### src/rtl/mult_div_unit_if.sv
// Handshake bundle between control and the mult/div unit.
// Operands and starts flow in, HI/LO and status flow back.
interface mult_div_unit_if #(
  parameter int WIDTH = 32
);
  logic             start_mult;
  logic             start_div;
  logic [WIDTH-1:0] a_in;
  logic [WIDTH-1:0] b_in;
  logic [WIDTH-1:0] hi;
  logic [WIDTH-1:0] lo;
  logic             busy;
  logic             done;
  logic             div_zero;

  modport master (
    output start_mult, start_div, a_in, b_in,
    input  hi, lo, busy, done, div_zero
  );

  modport slave (
    input  start_mult, start_div, a_in, b_in,
    output hi, lo, busy, done, div_zero
  );
endinterface

### src/rtl/mult_div_unit.sv
// Iterative signed multiply/divide unit owning HI/LO.
// Radix-2 Booth multiply, restoring divide, one bit per cycle.
module mult_div_unit #(
  parameter int WIDTH = 32,
  parameter int CNT_W = 6
) (
  input  logic             clck,
  input  logic             reset_n,
  mult_div_unit_if.slave   bus
);

  typedef enum logic [2:0] {
    IDLE, MULT, DIV, FIX, FIN
  } state_t;

  state_t state, state_nxt;

  logic [CNT_W-1:0]   cnt;
  logic [WIDTH-1:0]   m;
  logic [2*WIDTH+1:0] p;
  logic [WIDTH-1:0]   r, q, bmag;
  logic               sign_q, sign_r;
  logic [WIDTH-1:0]   hi_q, lo_q;
  logic               done_q, dz_q, dz_pend;

  logic               accept, go_mult, go_div;
  logic               b_zero, last;
  logic               busy, done_nxt, dz_nxt;

  assign accept  = (state == IDLE) || (state == FIN);
  assign go_mult = accept && bus.start_mult;
  assign go_div  = accept && bus.start_div && !bus.start_mult;
  assign b_zero  = (bus.b_in == '0);
  assign last    = (cnt == CNT_W'(WIDTH-1));

  // Booth step on a WIDTH+1 accumulator so -2^(W-1) stays exact
  logic [WIDTH:0]     m_ext, acc, sum;
  logic [2*WIDTH+1:0] p_step;

  assign m_ext = {m[WIDTH-1], m};
  assign acc   = p[2*WIDTH+1:WIDTH+1];

  always_comb begin
    sum = acc;
    unique case (1'b1)
      p[1:0] == 2'b01: sum = acc + m_ext;
      p[1:0] == 2'b10: sum = acc - m_ext;
      default:         sum = acc;
    endcase
  end

  assign p_step = {sum[WIDTH], sum, p[WIDTH:1]};

  logic [WIDTH:0]   rs, trial;
  logic [WIDTH-1:0] r_step, q_step;
  logic [WIDTH-1:0] a_abs, b_abs;

  assign rs     = {r, q[WIDTH-1]};
  assign trial  = rs - {1'b0, bmag};
  assign r_step = trial[WIDTH] ? rs[WIDTH-1:0]
                               : trial[WIDTH-1:0];
  assign q_step = {q[WIDTH-2:0], ~trial[WIDTH]};

  assign a_abs = bus.a_in[WIDTH-1] ? -bus.a_in : bus.a_in;
  assign b_abs = bus.b_in[WIDTH-1] ? -bus.b_in : bus.b_in;

  always_ff @(posedge clck or negedge reset_n) begin
    if (!reset_n) state <= IDLE;
    else          state <= state_nxt;
  end

  always_comb begin
    state_nxt = state;
    unique case (state)
      IDLE, FIN: begin
        if (go_mult)                state_nxt = MULT;
        else if (go_div && !b_zero) state_nxt = DIV;
        else                        state_nxt = IDLE;
      end
      MULT:    state_nxt = last ? FIN : MULT;
      DIV:     state_nxt = last ? FIX : DIV;
      FIX:     state_nxt = FIN;
      default: state_nxt = IDLE;
    endcase
  end

  always_comb begin
    busy     = (state == MULT) || (state == DIV)
            || (state == FIX);
    done_nxt = (state == FIN) || dz_pend;
    dz_nxt   = dz_pend;
  end

  always_ff @(posedge clck or negedge reset_n) begin
    if (!reset_n) begin
      cnt     <= '0;
      m       <= '0;
      p       <= '0;
      r       <= '0;
      q       <= '0;
      bmag    <= '0;
      sign_q  <= 1'b0;
      sign_r  <= 1'b0;
      hi_q    <= '0;
      lo_q    <= '0;
      done_q  <= 1'b0;
      dz_q    <= 1'b0;
      dz_pend <= 1'b0;
    end else begin
      done_q  <= done_nxt;
      dz_q    <= dz_nxt;
      dz_pend <= go_div && b_zero;
      if (go_mult) begin
        m   <= bus.a_in;
        p   <= {{(WIDTH+1){1'b0}}, bus.b_in, 1'b0};
        cnt <= '0;
      end else if (go_div && !b_zero) begin
        q      <= a_abs;
        bmag   <= b_abs;
        r      <= '0;
        sign_q <= bus.a_in[WIDTH-1] ^ bus.b_in[WIDTH-1];
        sign_r <= bus.a_in[WIDTH-1];
        cnt    <= '0;
      end else if (state == MULT) begin
        p   <= p_step;
        cnt <= cnt + CNT_W'(1);
        if (last) begin
          hi_q <= p_step[2*WIDTH:WIDTH+1];
          lo_q <= p_step[WIDTH:1];
        end
      end else if (state == DIV) begin
        r   <= r_step;
        q   <= q_step;
        cnt <= cnt + CNT_W'(1);
      end else if (state == FIX) begin
        lo_q <= sign_q ? -q : q;
        hi_q <= sign_r ? -r : r;
      end
    end
  end

  assign bus.hi       = hi_q;
  assign bus.lo       = lo_q;
  assign bus.busy     = busy;
  assign bus.done     = done_q;
  assign bus.div_zero = dz_q;

endmodule

### src/flat_wrapper.sv
// flat-port wrapper written by rule: the top's interface ports become plain ports
module mult_div_unit_flat 
#(
  parameter int WIDTH = 32,
  parameter int CNT_W = 6
)
  (clck, reset_n, bus_start_mult, bus_start_div, bus_a_in, bus_b_in, bus_hi, bus_lo, bus_busy, bus_done, bus_div_zero);
  mult_div_unit_if #(.WIDTH(WIDTH)) bus_i ();
  input  logic clck;
  input  logic reset_n;
  input wire logic [$bits(bus_i.start_mult)-1:0] bus_start_mult;
  input wire logic [$bits(bus_i.start_div)-1:0] bus_start_div;
  input wire logic [$bits(bus_i.a_in)-1:0] bus_a_in;
  input wire logic [$bits(bus_i.b_in)-1:0] bus_b_in;
  output wire logic [$bits(bus_i.hi)-1:0] bus_hi;
  output wire logic [$bits(bus_i.lo)-1:0] bus_lo;
  output wire logic [$bits(bus_i.busy)-1:0] bus_busy;
  output wire logic [$bits(bus_i.done)-1:0] bus_done;
  output wire logic [$bits(bus_i.div_zero)-1:0] bus_div_zero;
  assign bus_i.start_mult = bus_start_mult;
  assign bus_i.start_div = bus_start_div;
  assign bus_i.a_in = bus_a_in;
  assign bus_i.b_in = bus_b_in;
  assign bus_hi = bus_i.hi;
  assign bus_lo = bus_i.lo;
  assign bus_busy = bus_i.busy;
  assign bus_done = bus_i.done;
  assign bus_div_zero = bus_i.div_zero;
  mult_div_unit #(.WIDTH(WIDTH), .CNT_W(CNT_W)) u_core (.clck(clck), .reset_n(reset_n), .bus(bus_i));
endmodule
### config.mk
export PLATFORM = sky130hd
export DESIGN_NAME = mult_div_unit_flat
export DESIGN_NICKNAME = d
export VERILOG_FILES = /design/src/rtl/mult_div_unit_if.sv /design/src/rtl/mult_div_unit.sv /design/src/flat_wrapper.sv
export SDC_FILE = /design/constraint.sdc
export NUM_CORES = 1
export LEC_CHECK = 0
export BUFFER_PORTS_ARGS = -buffer_cell sky130_fd_sc_hd__clkbuf_2
export CORE_ASPECT_RATIO = 1.2
export CORE_MARGIN = 1
export CORE_UTILIZATION = 55
export CTS_CLUSTER_SIZE = 8
export DETAILED_ROUTE_END_ITERATION = 6
export GPL_TIMING_DRIVEN = 0
export HOLD_SLACK_MARGIN = 0.02
export PLACE_DENSITY = 0.82
export SLEW_MARGIN = 20
export SYNTH_ARGS = -nofsm -noshare
export SYNTH_HDL_FRONTEND = slang
export SYNTH_SLANG_ARGS = --single-unit
### constraint.sdc
create_clock -name clck -period 5.21 [get_ports clck]
set_input_delay 1.042 -clock clck [delete_from_list [all_inputs] [get_ports clck]]
set_output_delay 1.042 -clock clck [all_outputs]
set_load 0.01 [all_outputs]
==> results.py, run 1 <==
metrics = {
    "global_route": {
        "antenna_found_initial": 2,
        "grt_max_degree": 89,
        "grt.total_usage": 0.3696,
        "overflow": 0,
        "grt_pass1_wl_mm": 97.55,
        "first_global_vias": 17741,
    },
    "logic_synthesis": {
        "synth_top_family_by_area": "compound AO/OA/AOI/OAI gates",
        "synth_flop_cell": "dfrtp_1",
        "synthXorXnorAreaFrac": 0.09471,
        "synthSimpleGateAreaFrac": 0.1996,
        "ys_async_sr_fraction": 1.000,
        "synth_nets": 2396,
        "synthDistinctLibCells": 62,
        "yosysWarnings": 0,
        "syn_area_per_cell_um2": 8.161,
        "synth_compound_area_frac": 0.2136,
        "synth_edf_count": 0,
        "ys_ff_latch": 271,
        "synthMuxAreaShare": 0.03393,
        "synth_area_um2": 18400,
        "synthAdderAreaFrac": 0.05045,
        "ys_seq_area_frac": 0.3685,
        "synthCells": 2255,
    },
    "detailed_routing": {
        "avgRoutedWirePerCell_um": 21.73,
        "route.detailed.drc": 0,
        "via_per_inst": 6.348,
        "num_vias": 18333,
        "drt_iter0_drc": 1975,
        "firstDrtPassIters": 6,
        "wirelength_mm": 62.77,
        "final_antenna_net_count": 0,
    },
    "placement": {
        "dp_hpwl_mm": 48.26,
        "gp_congestion": 0.9889,
        "pre_cts_slack_ps": -529.7,
        "portBuffers": 133,
    },
    "setup_path": {
        "max_stage_delay_ps": 600,
        "crit_path_start_kind": "flop",
        "cp_top_family": "simple AND/OR/NAND/NOR gates",
        "crit_required_ps": 5630,
        "path_cells": "or4_1, nor3_2, nand2_1, nor4_4, and3_1, nor3b_4, a21oi_1, xnor2_2, ha_1, clkbuf_1, a21oi_2, o21ai_0, a211oi_1, o21ai_1, a31o_2, or3b_2, and3_1",
        "critPathLaunch": "u_core.m[0]$_DFFE_PN0P_",
        "arrival_ps": 5410,
        "critical_path.most_common_cell": "and3_1",
        "crit_path_max_fanout": 8,
        "timing.rr.start": "u_core.m[0]$_DFFE_PN0P_",
        "path_buf_inv": 1,
        "crit_type": "flop to flop",
        "critPathSlowestCell": "or4_1",
        "end_kind": "flop",
    },
    "timing": {
        "finalHoldViolCount": 0,
        "max_freq_ghz": 0.2006,
        "slew_violations": 0,
        "slew_headroom": 0.3845,
        "fin_crit_sh": 0.9570,
        "fin_crit_ps": 4986,
        "fin_skew_ps": 29.61,
        "worst_pin_slew_ps": 923.2,
        "finalWorstSetupSlack_ps": 223.8,
        "fin_setup_tns_ps": 0,
        "setup_viol": 0,
    },
    "final_layout": {
        "multi_input_area_um2": 10950,
        "n_antenna_cell": 0,
        "fillerInstances": 2793,
        "regArea_um2": 6782,
        "fin_util": 0.6306,
        "layout.nets": 2575,
        "drive_above_1_share": 0.09557,
        "syn2layout_area_growth_pct": 13.29,
    },
    "cts": {
        "cts-root-buf": "clkbuf_16",
        "clkSinkCount": 271,
        "cts_max_level": 2,
        "clk_pin_slew_ps": 60,
        "cts_tree": "done",
        "postCtsHoldBufs": 0,
        "cts_buffer_depth": 3,
        "clk-insertion-delay-late_ps": 550,
        "cts_buffers": 40,
    },
    "min_path": {
        "hold_class": "flop to flop",
        "min_from": "u_core.dz_nxt$_DFF_PN0_",
    },
    "run": {
        "maxCapViolations": 0,
    },
    "die": {
        "die_x_um": 169.0,
        "start_util": 0.5566,
        "num_io_pins": 135,
        "dieHeight_um": 202.4,
        "row_count": 73,
        "core-area_um2": 33060,
        "dieArea_um2": 34200,
    },
    "run_status": {
        "status": "completed",
    },
}
## synthesized netlist by cell type (all sizes together) (12+ instances only)
master / instances / area, um^2
mux2: 19 / 214.0
o41ai: 21 / 202.7
nor3: 37 / 185.2
or3: 15 / 100.1
nand2b: 19 / 118.9
ha: 71 / 888.4
dfrtp: 271 / 6782
a31oi: 69 / 431.7
nand2: 400 / 1501
nor2: 184 / 690.7
xor2: 69 / 604.3
nor4: 12 / 75.07
a211oi: 20 / 150.1
xnor2: 130 / 1139
nor2b: 16 / 100.1
a21oi: 144 / 720.7
mux2i: 41 / 410.4
a21o: 41 / 307.8
nand3: 66 / 330.3
o21ai: 191 / 955.9
o211ai: 23 / 172.7
clkbuf: 114 / 427.9
or4: 22 / 180.2
and3: 16 / 100.1
inv: 66 / 247.7
and2: 13 / 81.33
o31ai: 40 / 300.3
a22o: 16 / 140.1
## worst register-to-register path, stage by stage (launching register included)
cell      delay [ps]
dfrtp_1          430
or4_1            600
nor3_2           220
nand2_1          160
nor4_4           220
and3_1           290
nor3b_4          240
a21oi_1          130
xnor2_2          210
ha_1             270
clkbuf_1         200
a21oi_2          230
o21ai_0          150
a211oi_1         350
o21ai_1          230
a31o_2           320
or3b_2           460
and3_1           170
## through the flow
step / hold WS, ps / instance area, um^2 / std cells
after floorplan: 355.4 / 18400 / 2255
after CTS: 401.5 / 20820 / 2887
after detailed placement: 391.1 / 19720 / 2841
final: 393.7 / 20850 / 2888
after global routing: 405.6 / 20850 / 2888
after global placement: 386.2 / 19630 / 2838
## final cells by class
type | count | area share
plain buffers | 125 | 0.02269
clock buffers | 43 | 0.05005
clock inverters | 3 | 0.001260
inverters | 66 | 0.01188
multi-input cells | 1793 | 0.5252
flip-flops and latches | 271 | 0.3253
well taps | 450 | 0.02701
repair buffers | 137 | 0.03667
## timing repair
item	4_1_cts	5_1_grt
endpoints found under the setup margin	10	8
gates resized for setup	5	6
gates cloned	0	0
buffers inserted	0	1
pin swaps	0	0
## cells by family after synthesis
group,Yosys count
mux,60
simple gates,830
compound gates,631
flops,271
fa+ha+maj,73
xor+xnor,199
buf+inv,191
## state kept, by name (all words and copies together), names as in the netlist
register / flops
u_core.p: 65
u_core.q: 32
u_core.sign_q: 1
u_core.bmag: 32
u_core.bus.done: 1
u_core.state: 3
u_core.bus.div_zero: 1
u_core.bus.lo: 32
u_core.r: 32
u_core.cnt: 6
u_core.m: 32
u_core.dz_nxt: 1
u_core.sign_r: 1
u_core.bus.hi: 32
## per-layer routing
layer / track usage / wire [um] / up-vias
met5: 0 / 13 / -
met4: 0.2210 / 4000 / 2
met3: 0.07049 / 5728 / 249
met2: 0.5890 / 28620 / 1037
met1: 0.4666 / 24400 / 8737
li1: - / - / 8308
## cells in the final DEF, fill, tap and decap left out, types with 5 or more instances in the layout
cell type / n
a211oi_1: 20
a21boi_0: 5
a21o_1: 41
a21oi_1: 143
a22o_1: 16
a311oi_1: 5
a31o_2: 6
a31oi_1: 69
and2_1: 13
and3_1: 16
buf_1: 8
clkbuf_1: 115
clkbuf_16: 41
clkbuf_2: 132
dfrtp_1: 271
ha_1: 71
inv_1: 65
mux2_2: 19
mux2i_1: 41
nand2_1: 400
nand2b_1: 19
nand3_1: 66
nand4_1: 10
nor2_1: 184
nor2b_1: 16
nor3_1: 36
nor4_1: 11
o211ai_1: 23
o21a_1: 11
o21ai_0: 189
o21bai_1: 7
o221ai_1: 5
o31ai_1: 40
o41ai_1: 20
or2_2: 7
or3_1: 13
or4_1: 18
xnor2_1: 129
xor2_1: 69
## worst paths after layout
kind | endpoint | slack, ps | cells after the start
worst min register to register | u_core.bus.div_zero$_DFF_PN0_ | 390 | 0
worst max-delay path | u_core.p[62]$_DFFE_PN0P_ | 220 | 17
worst max register to register | u_core.p[62]$_DFFE_PN0P_ | 220 | 17
worst min-delay path | u_core.bus.div_zero$_DFF_PN0_ | 390 | 0
max in group asynchronous | u_core.bmag[14]$_DFFE_PN0P_ | 3860 | 2
min in group asynchronous | u_core.p[52]$_DFFE_PN0P_ | 480 | 1
Power of run 1 is left out: the tool's default activity adds up to more than one toggle a clock period on the data nets, which glitch-free logic cannot reach.
==> run 2: changes to the inputs <==
--- a/config.mk
+++ b/config.mk
@@ -5,15 +5,15 @@
 export SDC_FILE = /design/constraint.sdc
 export NUM_CORES = 1
 export LEC_CHECK = 0
-export BUFFER_PORTS_ARGS = -buffer_cell sky130_fd_sc_hd__clkbuf_2
 export CORE_ASPECT_RATIO = 1.2
-export CORE_MARGIN = 1
+export CORE_MARGIN = 2
 export CORE_UTILIZATION = 55
 export CTS_CLUSTER_SIZE = 8
 export DETAILED_ROUTE_END_ITERATION = 6
+export DONT_BUFFER_PORTS = 1
 export GPL_TIMING_DRIVEN = 0
 export HOLD_SLACK_MARGIN = 0.02
-export PLACE_DENSITY = 0.82
+export PLACE_DENSITY = 0.78
 export SLEW_MARGIN = 20
 export SYNTH_ARGS = -nofsm -noshare
 export SYNTH_HDL_FRONTEND = slang
==> run 2 against run 1 <==
Net effect:
- final cell count down 4.7%
- clock skew down 2.8 ps
- first-iteration DRC count down 12%
- via count down 3.5%
- critical path depth up 1
- setup slack better by 80 ps
- global-route usage down 0.61 points
- routed wire length up 1.4%
- critical path type unchanged
==> results.py, run 2 (same netlist as run 1, synthesis figures left out) <==
metrics = {
    "run_status": {
        "status": "completed",
    },
    "final_layout": {
        "layout_commonest_cell": "nand2_1",
        "largest_reg_flops": 65,
        "syn2layout_area_growth_pct": 9.138,
        "fin_util": 0.6074,
        "finalNonFillerCells": 2752,
        "final_cell_mix": "nand2_1 (400), dfrtp_1 (271), o21ai_0 (189)",
        "layout.nets": 2439,
        "largest_register": "u_core.p",
        "fillerInstances": 2961,
        "drive_above_1_share": 0.04216,
    },
    "detailed_routing": {
        "firstDrtPassIters": 6,
        "drt_iter0_drc": 1730,
        "num_vias": 17683,
        "route.detailed.drc": 0,
        "final_antenna_net_count": 0,
        "wirelength_mm": 63.67,
        "via_per_inst": 6.426,
        "avgRoutedWirePerCell_um": 23.14,
    },
    "die": {
        "dieArea_um2": 34940,
        "core-area_um2": 33060,
        "die_x_um": 171.0,
        "num_io_pins": 135,
        "dieHeight_um": 204.4,
        "start_util": 0.5566,
        "row_count": 73,
    },
    "timing": {
        "max_freq_ghz": 0.2038,
        "finalHoldViolCount": 0,
        "fin_crit_ps": 4906,
        "worst_pin_slew_ps": 873.4,
        "slew_headroom": 0.4128,
        "fin_crit_sh": 0.9417,
        "setup_viol": 0,
        "grt_setup_unrepaired": "true",
        "fin_skew_ps": 26.85,
        "slew_violations": 0,
    },
    "setup_path": {
        "crit_type": "flop to flop",
        "crit_required_ps": 5590,
        "critical_path.most_common_cell": "nand2_1",
        "path_cells": "or4_1, nor3_2, nand2_1, nor4_4, and3_2, nor3b_4, a21oi_1, xnor2_2, ha_1, clkbuf_1, a21oi_2, o21ai_0, a221o_1, nor2_1, nand2_1, o211ai_1, mux2i_1, o31ai_1",
        "end_kind": "flop",
        "reg2reg_slack_ps": 300,
        "arrival_ps": 5280,
        "crit_path_max_fanout": 8,
        "crit_path_start_kind": "flop",
        "critPathSlowestCell": "or4_1",
        "max_stage_delay_ps": 630,
    },
    "cts": {
        "cts_max_level": 2,
        "postCtsHoldBufs": 0,
        "clk-insertion-delay-late_ps": 530,
        "cts-root-buf": "clkbuf_16",
        "cts_buffer_depth": 3,
        "clk_pin_slew_ps": 60,
        "cts_buffers": 40,
        "cts_tree": "done",
        "clkSinkCount": 271,
    },
    "placement": {
        "portBuffers": 0,
        "place_inst": 2705,
        "gp_congestion": 0.9889,
        "dp_hpwl_mm": 48.41,
    },
    "min_path": {
        "hold_class": "primary input to asynchronous set/reset pin",
    },
    "run": {
        "maxCapViolations": 0,
    },
    "global_route": {
        "overflow": 0,
        "grt.total_usage": 0.3635,
        "grt_max_degree": 272,
        "first_global_vias": 17269,
        "grt_pass1_wl_mm": 97.69,
        "antenna_found_initial": 2,
    },
}
-- run 2: changes by cell type in the layout (fill, tap and decap cells not counted), sizes merged --
cell and delta:
buf -3, clkbuf -132, clkinv -1, clkinvlp +1, diode +1, inv -2
-- run 2: final timing paths --
path                                       startpoint                            end  cells after the start
min in group clck          u_core.bmag[1]$_DFFE_PN0P_     u_core.bmag[1]$_DFFE_PN0P_                      2
setup reg to reg              u_core.m[1]$_DFFE_PN0P_  u_core.bus.hi[31]$_DFFE_PN0P_                     18
setup / recovery              u_core.m[1]$_DFFE_PN0P_  u_core.bus.hi[31]$_DFFE_PN0P_                     18
max in group asynchronous                     reset_n        u_core.p[5]$_DFFE_PN0P_                      0
hold / removal                                reset_n       u_core.r[20]$_DFFE_PN0P_                      0
hold reg to reg            u_core.bmag[1]$_DFFE_PN0P_     u_core.bmag[1]$_DFFE_PN0P_                      2
-- run 2: final cells by class --
type / instances / area [um^2] / area share
clock buffers: 44 / 1047 / 0.05214
multi-input cells: 1793 / 10950 / 0.5454
well taps: 450 / 563.0 / 0.02803
clock inverters: 1 / 7.507 / 0.0003738
repair buffers: 1 / 7.507 / 0.0003738
plain buffers: 125 / 473.0 / 0.02355
flip-flops and latches: 271 / 6782 / 0.3377
inverters: 66 / 247.7 / 0.01233
diodes: 1 / 2.502 / 0.0001246
-- run 2: metrics by stage --
step	hold slack (ps)	setup TNS (ps)	setup WS, ps	area, um^2
after CTS	200.4	0	69.96	20050
after global placement	464.7	-741.2	-354.6	18970
final	211.1	0	303.9	20080
after global routing	204.8	-141.5	-122.6	20080
after detailed placement	465.2	-694.2	-293.5	18970
after floorplan	355.4	0	730.7	18400
-- run 2: timing repair --
action	CTS	global route
pin swaps	0	2
endpoints found under the hold margin	0	0
setup endpoints to repair	6	11
setup buffers	0	1
resized for setup	5	7
-- run 2: layer usage --
metal / vias to the layer above / global-route usage / routed length (um)
li1: 8040 / - / -
met1: 8476 / 0.4496 / 24540
met2: 948 / 0.5851 / 29030
met3: 217 / 0.09934 / 6602
met4: 2 / 0.1789 / 3444
met5: - / 0 / 55
-- run 2: worst max-delay path, delay by kind of cell, from the launching register on --
family | cells | cell delay, ps
muxes | 1 | 270
xor gates and xnor gates | 1 | 220
and+or+nand+nor | 8 | 1970
AOI/OAI and AO/OA | 6 | 1400
buffers and inverters | 1 | 200
adders and majority gates | 1 | 260
DFF | 1 | 410
Power of run 2 is left out for the same reason.
==> run 3: changes to the inputs <==
--- a/config.mk
+++ b/config.mk
@@ -13,7 +13,7 @@
 export DONT_BUFFER_PORTS = 1
 export GPL_TIMING_DRIVEN = 0
 export HOLD_SLACK_MARGIN = 0.02
-export PLACE_DENSITY = 0.78
+export PLACE_DENSITY = 0.81
 export SLEW_MARGIN = 20
 export SYNTH_ARGS = -nofsm -noshare
 export SYNTH_HDL_FRONTEND = slang
==> constraint.sdc (replaced) <==
create_clock -name clck -period 4.11 [get_ports clck]
set_input_delay 0.822 -clock clck [delete_from_list [all_inputs] [get_ports clck]]
set_output_delay 0.822 -clock clck [all_outputs]
set_load 0.01 [all_outputs]
==> run 3 against run 2 <==
Net effect:
- the flow now finishes with violations (DRC, setup timing)
- design area increased by 4.2%
- routed wire length increased by 1.7%
- setup slack got worse by 550 ps
- fmax increased by 13%
- global-route usage increased by 0.16 points
- largest cell class unchanged
==> results.py, run 3 (same netlist as run 1, synthesis figures left out) <==
metrics = {
    "run_status": {
        "status": "complete, but fails checks",
        "violations": "DRC, setup timing",
    },
    "timing": {
        "fin_skew_ps": 14.11,
        "setup_viol": 6,
        "max_freq_ghz": 0.2298,
        "fin_crit_sh": 1.059,
        "slew_headroom": 0.3902,
        "slew_violations": 0,
        "grt_setup_unrepaired": "true",
        "fin_crit_ps": 4352,
        "finalWorstSetupSlack_ps": -241.7,
        "finalHoldViolCount": 0,
        "worst_pin_slew_ps": 914.7,
    },
    "final_layout": {
        "n_antenna_cell": 0,
        "drive_above_1_share": 0.08850,
        "largest_register": "u_core.p",
        "fillerInstances": 2777,
        "layout_commonest_cell": "nand2_1",
        "largest_reg_flops": 65,
        "syn2layout_area_growth_pct": 13.72,
        "layout.nets": 2474,
        "final_cell_mix": "nand2_1 (399), dfrtp_1 (271), nor2_1 (183)",
        "finalNonFillerCells": 2789,
    },
    "detailed_routing": {
        "avgRoutedWirePerCell_um": 23.21,
        "wirelength_mm": 64.74,
        "route.detailed.drc": 1,
        "via_per_inst": 6.513,
        "drt_iter0_drc": 2123,
        "firstDrtPassIters": 7,
        "final_antenna_net_count": 0,
        "num_vias": 18164,
    },
    "cts": {
        "cts_buffer_depth": 3,
        "clk-insertion-delay-late_ps": 540,
        "clkSinkCount": 271,
        "clk_pin_slew_ps": 50,
        "cts_tree": "done",
        "cts-root-buf": "clkbuf_16",
        "cts_buffers": 40,
        "cts_max_level": 2,
    },
    "setup_path": {
        "max_stage_delay_ps": 570,
        "timing.rr.start": "u_core.m[1]$_DFFE_PN0P_",
        "crit_type": "flop to flop",
        "critical_path.most_common_cell": "a21oi_1",
        "critPathSlowestCell": "or4_4",
        "r2r_cells": 18,
        "crit_path_max_fanout": 7,
        "reg2reg_slack_ps": -240,
        "critPathLaunch": "u_core.m[1]$_DFFE_PN0P_",
        "path_cells": "or4_4, nor3_4, nand2_2, nor4_4, and3_4, nor3b_4, a21oi_1, xnor2_1, ha_1, a21oi_1, o21ai_2, a221o_1, nor2_2, nand2_1, o211ai_1, buf_4, mux2i_1, o31ai_1",
        "end_kind": "flop",
        "crit_path_start_kind": "flop",
        "arrival_ps": 4730,
        "endpoint": "u_core.bus.hi[31]$_DFFE_PN0P_",
        "crit_required_ps": 4490,
        "timing.rr.end": "u_core.bus.hi[31]$_DFFE_PN0P_",
    },
    "placement": {
        "portBuffers": 0,
        "place_inst": 2705,
        "gp_congestion": 0.9863,
        "dp_hpwl_mm": 47.53,
    },
    "die": {
        "dieArea_um2": 34940,
        "die_x_um": 171.0,
        "row_count": 73,
        "dieHeight_um": 204.4,
        "core-area_um2": 33060,
        "num_io_pins": 135,
        "start_util": 0.5566,
    },
    "global_route": {
        "grt_max_degree": 158,
        "overflow": 0,
        "grt.total_usage": 0.3652,
        "first_global_vias": 17678,
        "grt_pass1_wl_mm": 98.33,
        "antenna_found_initial": 0,
    },
    "run": {
        "maxCapViolations": 0,
    },
    "min_path": {
        "hold_class": "primary input to asynchronous set/reset pin",
    },
}
==> run 3: cell count changes in the layout (fill, tap and decap cells not counted), moves of 5 or more <==
cell	change
buf_4	+29
a21oi_1	-13
buf_6	+6
xnor2_1	-6
o21ai_0	-18
clkbuf_1	-10
xnor2_2	+6
clkbuf_2	+5
o21ai_1	+10
ha_4	+5
ha_1	-8
a21oi_2	+11
o21ai_2	+7
==> run 3: per-layer routing <==
metal | global-route usage | share of wire
met1 | 0.4438 | 0.37
met2 | 0.5781 | 0.45
met3 | 0.1143 | 0.12
met4 | 0.1964 | 0.063
met5 | 0 | 0
==> run 3: timing repair <==
item / in CTS / in global routing
setup buffers: 20 / 17
endpoints found under the hold margin: 115 / 29
endpoints found under the setup margin: 39 / 69
gates resized for setup: 37 / 76
hold buffers: 1 / 3
pin swaps: 28 / 34
cloned: 0 / 0
==> run 3: worst max-delay path, delay by kind of cell (launching register included) <==
| family | cells | cell delay (ps) |
|---|---|---|
| buf+inv | 1 | 190 |
| fa+ha+maj | 1 | 370 |
| flops | 1 | 390 |
| simple gates | 8 | 1720 |
| xor+xnor | 1 | 260 |
| compound gates | 6 | 1050 |
| mux | 1 | 190 |
==> run 3: stage by stage <==
stage               setup TNS, ps  setup WS, ps  instance area [um^2]    util  hold WS [ps]
floorplan                       0         3.620                 18460       -         355.4
detailed placement         -29990        -953.3                 19030  0.5754         401.8
finish                     -649.3        -241.7                 20930  0.6329         124.1
global placement           -27240        -933.8                 19030  0.5754         403.7
global route                -2606        -398.8                 20930  0.6329         127.0
CTS                        -278.4        -127.9                 20430  0.6180         3.111
==> run 3: cell type report <==
cell class              instances  area, um^2  area share
plain buffers                 121       475.5     0.02272
clock buffers                  45        1061     0.05070
clock inverters                 3       22.52    0.001076
inverters                      66       250.2     0.01196
multi-input cells            1793       11380      0.5437
flip-flops and latches        271        6782      0.3240
well taps                     450       563.0     0.02690
repair buffers                 40       395.4     0.01889
==> run 3: how the worst min path moves through the flow <==
stage | from | end | slack [ps] | depth (start not counted)
after floorplan | u_core.dz_nxt$_DFF_PN0_ | u_core.bus.div_zero$_DFF_PN0_ | 360 | 0
after global placement | u_core.dz_nxt$_DFF_PN0_ | u_core.bus.div_zero$_DFF_PN0_ | 400 | 0
after detailed placement | u_core.dz_nxt$_DFF_PN0_ | u_core.bus.div_zero$_DFF_PN0_ | 400 | 0
after CTS | reset_n | u_core.r[9]$_DFFE_PN0P_ | 3 | 0
after global routing | reset_n | u_core.bmag[10]$_DFFE_PN0P_ | 130 | 1
final | reset_n | u_core.bmag[17]$_DFFE_PN0P_ | 120 | 1
Power of run 3 is left out for the same reason.
